==> src/rtl/hazard_ctrl.sv <==
// Pipeline hazard controller for the 5-stage core: load-use bubbles,
// multi-cycle execute stalls, control-flow flush, M/W forwarding select
// and a saturating stall-cycle counter.
module hazard_ctrl #(
    parameter int unsigned REG_AW   = 5,
    parameter int unsigned LOAD_LAT = 1,
    parameter int unsigned MC_LAT   = 4,
    parameter bit          ZERO_REG = 1'b0,
    parameter int unsigned CNT_W    = 16
) (
    input  logic              CLK,
    input  logic              RST,
    input  logic [REG_AW-1:0] RA0_D,
    input  logic [REG_AW-1:0] RA1_D,
    input  logic [REG_AW-1:0] RA0_E,
    input  logic [REG_AW-1:0] RA1_E,
    input  logic              RS1Used_D,
    input  logic              RS2Used_D,
    input  logic              RS1Used_E,
    input  logic              RS2Used_E,
    input  logic [REG_AW-1:0] WA_E,
    input  logic [REG_AW-1:0] WA_M,
    input  logic [REG_AW-1:0] WA_W,
    input  logic              Load_E,
    input  logic              WEN_M,
    input  logic              WEN_W,
    input  logic              MC_Start_E,
    input  logic              Jump,
    input  logic              Branch,
    input  logic              Taken,
    output logic              PCWrite,
    output logic              IMRead,
    output logic              FDWrite,
    output logic              DEWrite,
    output logic              FDFlush,
    output logic              DEFlush,
    output logic              EMFlush,
    output logic [1:0]        FW1,
    output logic [1:0]        FW2,
    output logic [CNT_W-1:0]  StallCnt
);

    localparam int unsigned CNT_BITS = 4;
    localparam bit MC_EN    = (MC_LAT >= 2);
    localparam bit LD_MULTI = (LOAD_LAT >= 2);
    localparam logic [CNT_BITS-1:0] MC_INIT = CNT_BITS'(MC_EN    ? MC_LAT - 2   : 0);
    localparam logic [CNT_BITS-1:0] LD_INIT = CNT_BITS'(LD_MULTI ? LOAD_LAT - 2 : 0);

    typedef enum logic [1:0] {
        RUN      = 2'd0,
        LD_STALL = 2'd1,
        MC_BUSY  = 2'd2
    } state_t;

    state_t              state;
    logic [CNT_BITS-1:0] cnt;
    logic                ld_hazard;
    logic                redirect;
    logic                mc_go;

    // Address match gated by the source-valid flag; r0 optionally excluded.
    function automatic logic reg_match(input logic [REG_AW-1:0] a,
                                       input logic [REG_AW-1:0] b,
                                       input logic              used);
        return used && (a == b) && !(ZERO_REG && (a == '0));
    endfunction

    // Forwarding select: M stage wins over W stage.
    function automatic logic [1:0] fw_sel(input logic [REG_AW-1:0] ra,
                                          input logic              used,
                                          input logic [REG_AW-1:0] wa_m,
                                          input logic              wen_m,
                                          input logic [REG_AW-1:0] wa_w,
                                          input logic              wen_w);
        if (!wen_m && reg_match(ra, wa_m, used))
            return 2'd1;
        else if (!wen_w && reg_match(ra, wa_w, used))
            return 2'd2;
        else
            return 2'd0;
    endfunction

    // Hazard conditions seen in the current cycle.
    always_comb begin
        ld_hazard = Load_E && (reg_match(RA0_D, WA_E, RS1Used_D) ||
                               reg_match(RA1_D, WA_E, RS2Used_D));
        redirect  = Jump || (Branch && Taken);
        mc_go     = MC_EN && MC_Start_E;
    end

    // Stage enables, flushes and forwarding selects from state and inputs.
    always_comb begin
        PCWrite = 1'b1;
        IMRead  = 1'b1;
        FDWrite = 1'b1;
        DEWrite = 1'b1;
        FDFlush = 1'b0;
        DEFlush = 1'b0;
        EMFlush = 1'b0;
        FW1     = fw_sel(RA0_E, RS1Used_E, WA_M, WEN_M, WA_W, WEN_W);
        FW2     = fw_sel(RA1_E, RS2Used_E, WA_M, WEN_M, WA_W, WEN_W);

        unique case (state)
            RUN: begin
                if (mc_go) begin
                    PCWrite = 1'b0; IMRead = 1'b0; FDWrite = 1'b0; DEWrite = 1'b0;
                    EMFlush = 1'b1;
                end else if (redirect) begin
                    FDFlush = 1'b1; DEFlush = 1'b1; IMRead = 1'b0;
                end else if (ld_hazard) begin
                    PCWrite = 1'b0; IMRead = 1'b0; FDWrite = 1'b0;
                    DEFlush = 1'b1;
                end
            end
            LD_STALL: begin
                // E holds a bubble, so redirect/MC requests are not real.
                PCWrite = 1'b0; IMRead = 1'b0; FDWrite = 1'b0;
                DEFlush = 1'b1;
            end
            MC_BUSY: begin
                if (cnt != '0) begin
                    PCWrite = 1'b0; IMRead = 1'b0; FDWrite = 1'b0; DEWrite = 1'b0;
                    EMFlush = 1'b1;
                end else if (redirect) begin
                    FDFlush = 1'b1; DEFlush = 1'b1; IMRead = 1'b0;
                end
            end
            default: ;
        endcase

        if (RST) begin
            PCWrite = 1'b0; IMRead = 1'b0; FDWrite = 1'b0; DEWrite = 1'b0;
            FDFlush = 1'b1; DEFlush = 1'b1; EMFlush = 1'b1;
            FW1     = 2'd0;
            FW2     = 2'd0;
        end
    end

    // FSM state, stall down-counter and saturating stall-cycle counter.
    always_ff @(posedge CLK or posedge RST) begin
        if (RST) begin
            state    <= RUN;
            cnt      <= '0;
            StallCnt <= '0;
        end else begin
            if (!PCWrite && (StallCnt != '1))
                StallCnt <= StallCnt + CNT_W'(1);

            unique case (state)
                RUN: begin
                    if (mc_go) begin
                        state <= MC_BUSY;
                        cnt   <= MC_INIT;
                    end else if (!redirect && ld_hazard && LD_MULTI) begin
                        state <= LD_STALL;
                        cnt   <= LD_INIT;
                    end
                end
                LD_STALL, MC_BUSY: begin
                    if (cnt == '0)
                        state <= RUN;
                    else
                        cnt <= cnt - CNT_BITS'(1);
                end
                default: state <= RUN;
            endcase
        end
    end

endmodule

==> config.mk <==
export PLATFORM = sky130hd
export DESIGN_NAME = hazard_ctrl
export DESIGN_NICKNAME = d
export VERILOG_FILES = /design/src/rtl/hazard_ctrl.sv
export SDC_FILE = /design/constraint.sdc
export NUM_CORES = 1
export LEC_CHECK = 0
export CELL_PAD_IN_SITES_DETAIL_PLACEMENT = 1
export CELL_PAD_IN_SITES_GLOBAL_PLACEMENT = 1
export CORE_UTILIZATION = 45
export CTS_BUF_LIST = sky130_fd_sc_hd__clkbuf_8 sky130_fd_sc_hd__clkbuf_16
export CTS_CLUSTER_SIZE = 16
export DETAILED_ROUTE_END_ITERATION = 6
export DONT_BUFFER_PORTS = 1
export PLACE_DENSITY_LB_ADDON = 0.1
export SYNTH_ARGS = -nofsm -noshare
export SYNTH_HDL_FRONTEND = slang
export SYNTH_SLANG_ARGS = --single-unit
export TNS_END_PERCENT = 50
==> constraint.sdc <==
create_clock -name CLK -period 2.5 [get_ports CLK]
set_clock_uncertainty 0.1 [all_clocks]
set_input_delay 0.375 -clock CLK [delete_from_list [all_inputs] [get_ports CLK]]
set_output_delay 0.375 -clock CLK [all_outputs]
set_load 0.1 [all_outputs]
==> metrics.txt <==
Worst EP required=a little over 2 ns; CTS root buffer=clkbuf_8; final net count=about 250; FMAX=419 MHz; final WL=around 4400 um; Logic pwr share=0.650; clock latency on the worst-skew pair=about 0.26 ns; CP startpoint kind=register; status=completed; Relative slew margins=0.499; critical path class=register to primary output; drt via density=roughly 5.7; top_reg_cell synth=dfrtp_1; Multi-input gate area=1050 sq um; Worst R2R Path Depth=6; initial antenna violation count=0; Yosys reg bits=21; layout cells sized above 1=0.262; clock sinks=21; hpwl dp=3700 um; Ant. Diodes=0; fill count=~410; r2r setup slk=0.19 ns; RSZ-0062 raised after global routing=yes; htree depth=1; area share of fa/ha/maj cells after synthesis=0.0235; TritonCTS clock tree=yes; Post-Syn Instances=approximately 170; final RePlAce weighted congestion=0.796; Sw Share=0.576; Synth top area share=0.328; core area=approximately 3400 sq um; Worst Path Max Fanout=4; fin crit share=0.954; total power=~2.2 mW; CTS Buf Count=3; Seq pwr share=0.245; Core Util, Final=0.589; IO Pins=75; FF+latch area=around 530 sq um; Cell Area, Synth=between 1500 and 2000 sq um; hold_sp=MC_Start_E; antenna-violating nets left=0; GRT overflow=0; Die Area=around 3800 sq um; Post-Syn Area per Cell=just over 9 sq um; sequential share of the synthesized area=0.328; Iter 0 DRT Violations=33; fin cells=roughly 250; mux contribution to synthesized area=0.0438; first-pass GRT wire length=slightly below 7000 um; post-CTS setup buffers=0; total nets after synthesis=between 200 and 250; Critical R2R Capture=StallCnt[13]; async set or reset register ratio after synthesis=1.00; CP Capture Type=primary output; Routed wire per std cell=17.6 um; TNS Setup=0 ns; PD cells=around 1100 nW/um^2; Synth area leader=dfrtp_1; number of global-route vias before repair=~1500; Vias=~1400; initial cell density of the core=0.476; Max Cap Violations=0; Die Ht=between 60 and 70 um; number of synthesized flops with an enable pin=0; simple-gate share of the synthesized area=0.252; xor/xnor share of the synthesized area=0.186; Commonest cells post-synth=25 x xnor2_1, 21 x dfrtp_1, 17 x nand2_1; most numerous cell in the Yosys netlist=xnor2_1; Die Width=a little over 60 um; Min Clock Period, post-route=around 2.4 ns; DP Cell Count=243; area grow syn2layout=23.8%; number of remaining DRC errors=0; Leakage Power=about 0.87 nW; Final Hold Fails=0; Longest Clk Path Bufs=2; largest net degree at the start of global routing=22; Reg-to-Reg Start=state[1]; gr usage total=0.248; Initial DRT Pass Iterations=4; Slew Viols, Final=0; port bufs=0; largest family of logic cells by synthesized area=simple AND/OR/NAND/NOR gates; net switching power=approximately 1.3 mW; WHS Endpoint=cnt[2]; Worst VDD drop=around 0.0009 V; largest cells by area after synthesis=dfrtp_1 33%, xnor2_1 14%, xor2_1 4.9%; Pint=0.933 mW; count of cell types in the netlist=47; row count=21; signal arrival time at the worst endpoint=approximately 1.9 ns; Compound-Gate Fraction of Synth Area=0.129; Clk pwr share=0.105; worst slew pin tran=~0.75 ns; HP Class=primary input to register; Yosys warning count=0; final setup violation count=0; Worst Hold Path Cells=1; Worst-path clk slew=about 0.080 ns
-- layout by cell type (no fill, tap or decap), types with 2 or more instances in the layout --
| master | n |
|---|---|
| a21oi_1 | 3 |
| a41oi_1 | 2 |
| buf_12 | 2 |
| buf_4 | 24 |
| buf_6 | 2 |
| clkbuf_8 | 3 |
| dfrtp_1 | 21 |
| ha_1 | 3 |
| inv_1 | 9 |
| mux2_1 | 2 |
| mux2_2 | 2 |
| nand2_1 | 17 |
| nand2b_1 | 2 |
| nand3_1 | 9 |
| nand4_1 | 7 |
| nand4_2 | 2 |
| nor2_1 | 9 |
| nor2_2 | 2 |
| nor3_1 | 5 |
| nor3b_4 | 2 |
| o21ai_0 | 8 |
| o22ai_1 | 2 |
| xnor2_1 | 25 |
| xor2_1 | 9 |
-- cell families (layout without fill, tap and decap cells) --
kind of cell,count (synthesis),count (layout)
muxes,6,6
buffers and inverters,13,44
AOI/OAI and AO/OA,28,28
DFF,21,21
xor gates and xnor gates,34,34
and+or+nand+nor,66,66
adders and majority gates,3,3
-- through the flow --
stage / instance area, sq um / hold WS, ns / worst slack, ns
5_1_grt: 1980 / 0.0905 / -0.00963
3_5_place_dp: 1920 / 0.280 / 0.239
3_3_place_gp: 1920 / 0.269 / 0.342
6_report: 1980 / 0.0932 / 0.115
2_1_floorplan: 1630 / 0.267 / -0.396
4_1_cts: 1970 / 0.0938 / 0.0571
-- worst max-delay path by stage --
stage | startpoint | end | slack, ns
after floorplan | cnt[0] | DEFlush | -0.40
after global placement | state[1] | StallCnt[9] | 0.34
after detailed placement | state[1] | StallCnt[13] | 0.24
after CTS | cnt[1] | FDWrite | 0.06
after global routing | cnt[1] | FDWrite | -0.01
final | cnt[0] | DEFlush | 0.11
-- layout make-up --
cell class                 count  area share
clock buffer                   3      0.0208
clock inverter                 1     0.00253
sequential                    21       0.265
timing repair buffer          29       0.128
multi-input combinational    137       0.532
tap                           46      0.0291
inverter                      11      0.0227
-- power by group through the flow --
stage               Combinational (mW)  Clock [mW]  Sequential (mW)
floorplan                        0.674           0             1.00
global placement                  1.39           0            0.535
detailed placement                1.42           0            0.546
CTS                               1.43       0.233            0.541
global route                      1.51       0.247            0.553
finish                            1.43       0.230            0.539
-- state kept, by name, indices dropped and copies added (netlist names) --
register,cells
cnt,4
StallCnt,16
state,1
-- worst max-delay path, stage by stage (launching register included) --
cell,delay [ns]
dfrtp_1,0.39
inv_1,0.07
ha_1,0.22
and4bb_2,0.27
nor2_4,0.19
o21ai_2,0.10
a31o_2,0.24
buf_12,0.17
-- layer usage --
| metal | wire [um] | vias up | share of wire | global-route usage |
|---|---|---|---|---|
| met1 | 1710 | 693 | 0.39 | 0.274 |
| li1 | - | 675 | - | - |
| met2 | 2380 | 40 | 0.55 | 0.473 |
| met5 | 0 | - | 0 | 0 |
| met4 | 80 | 0 | 0.018 | 0.0667 |
| met3 | 191 | 9 | 0.044 | 0.0546 |
-- timing repair --
action	CTS	global route
endpoints found under the hold margin	21	0
resized for setup	0	2
hold buffers	1	0
setup endpoints to repair	0	2
(Power assumes the default switching activity.)
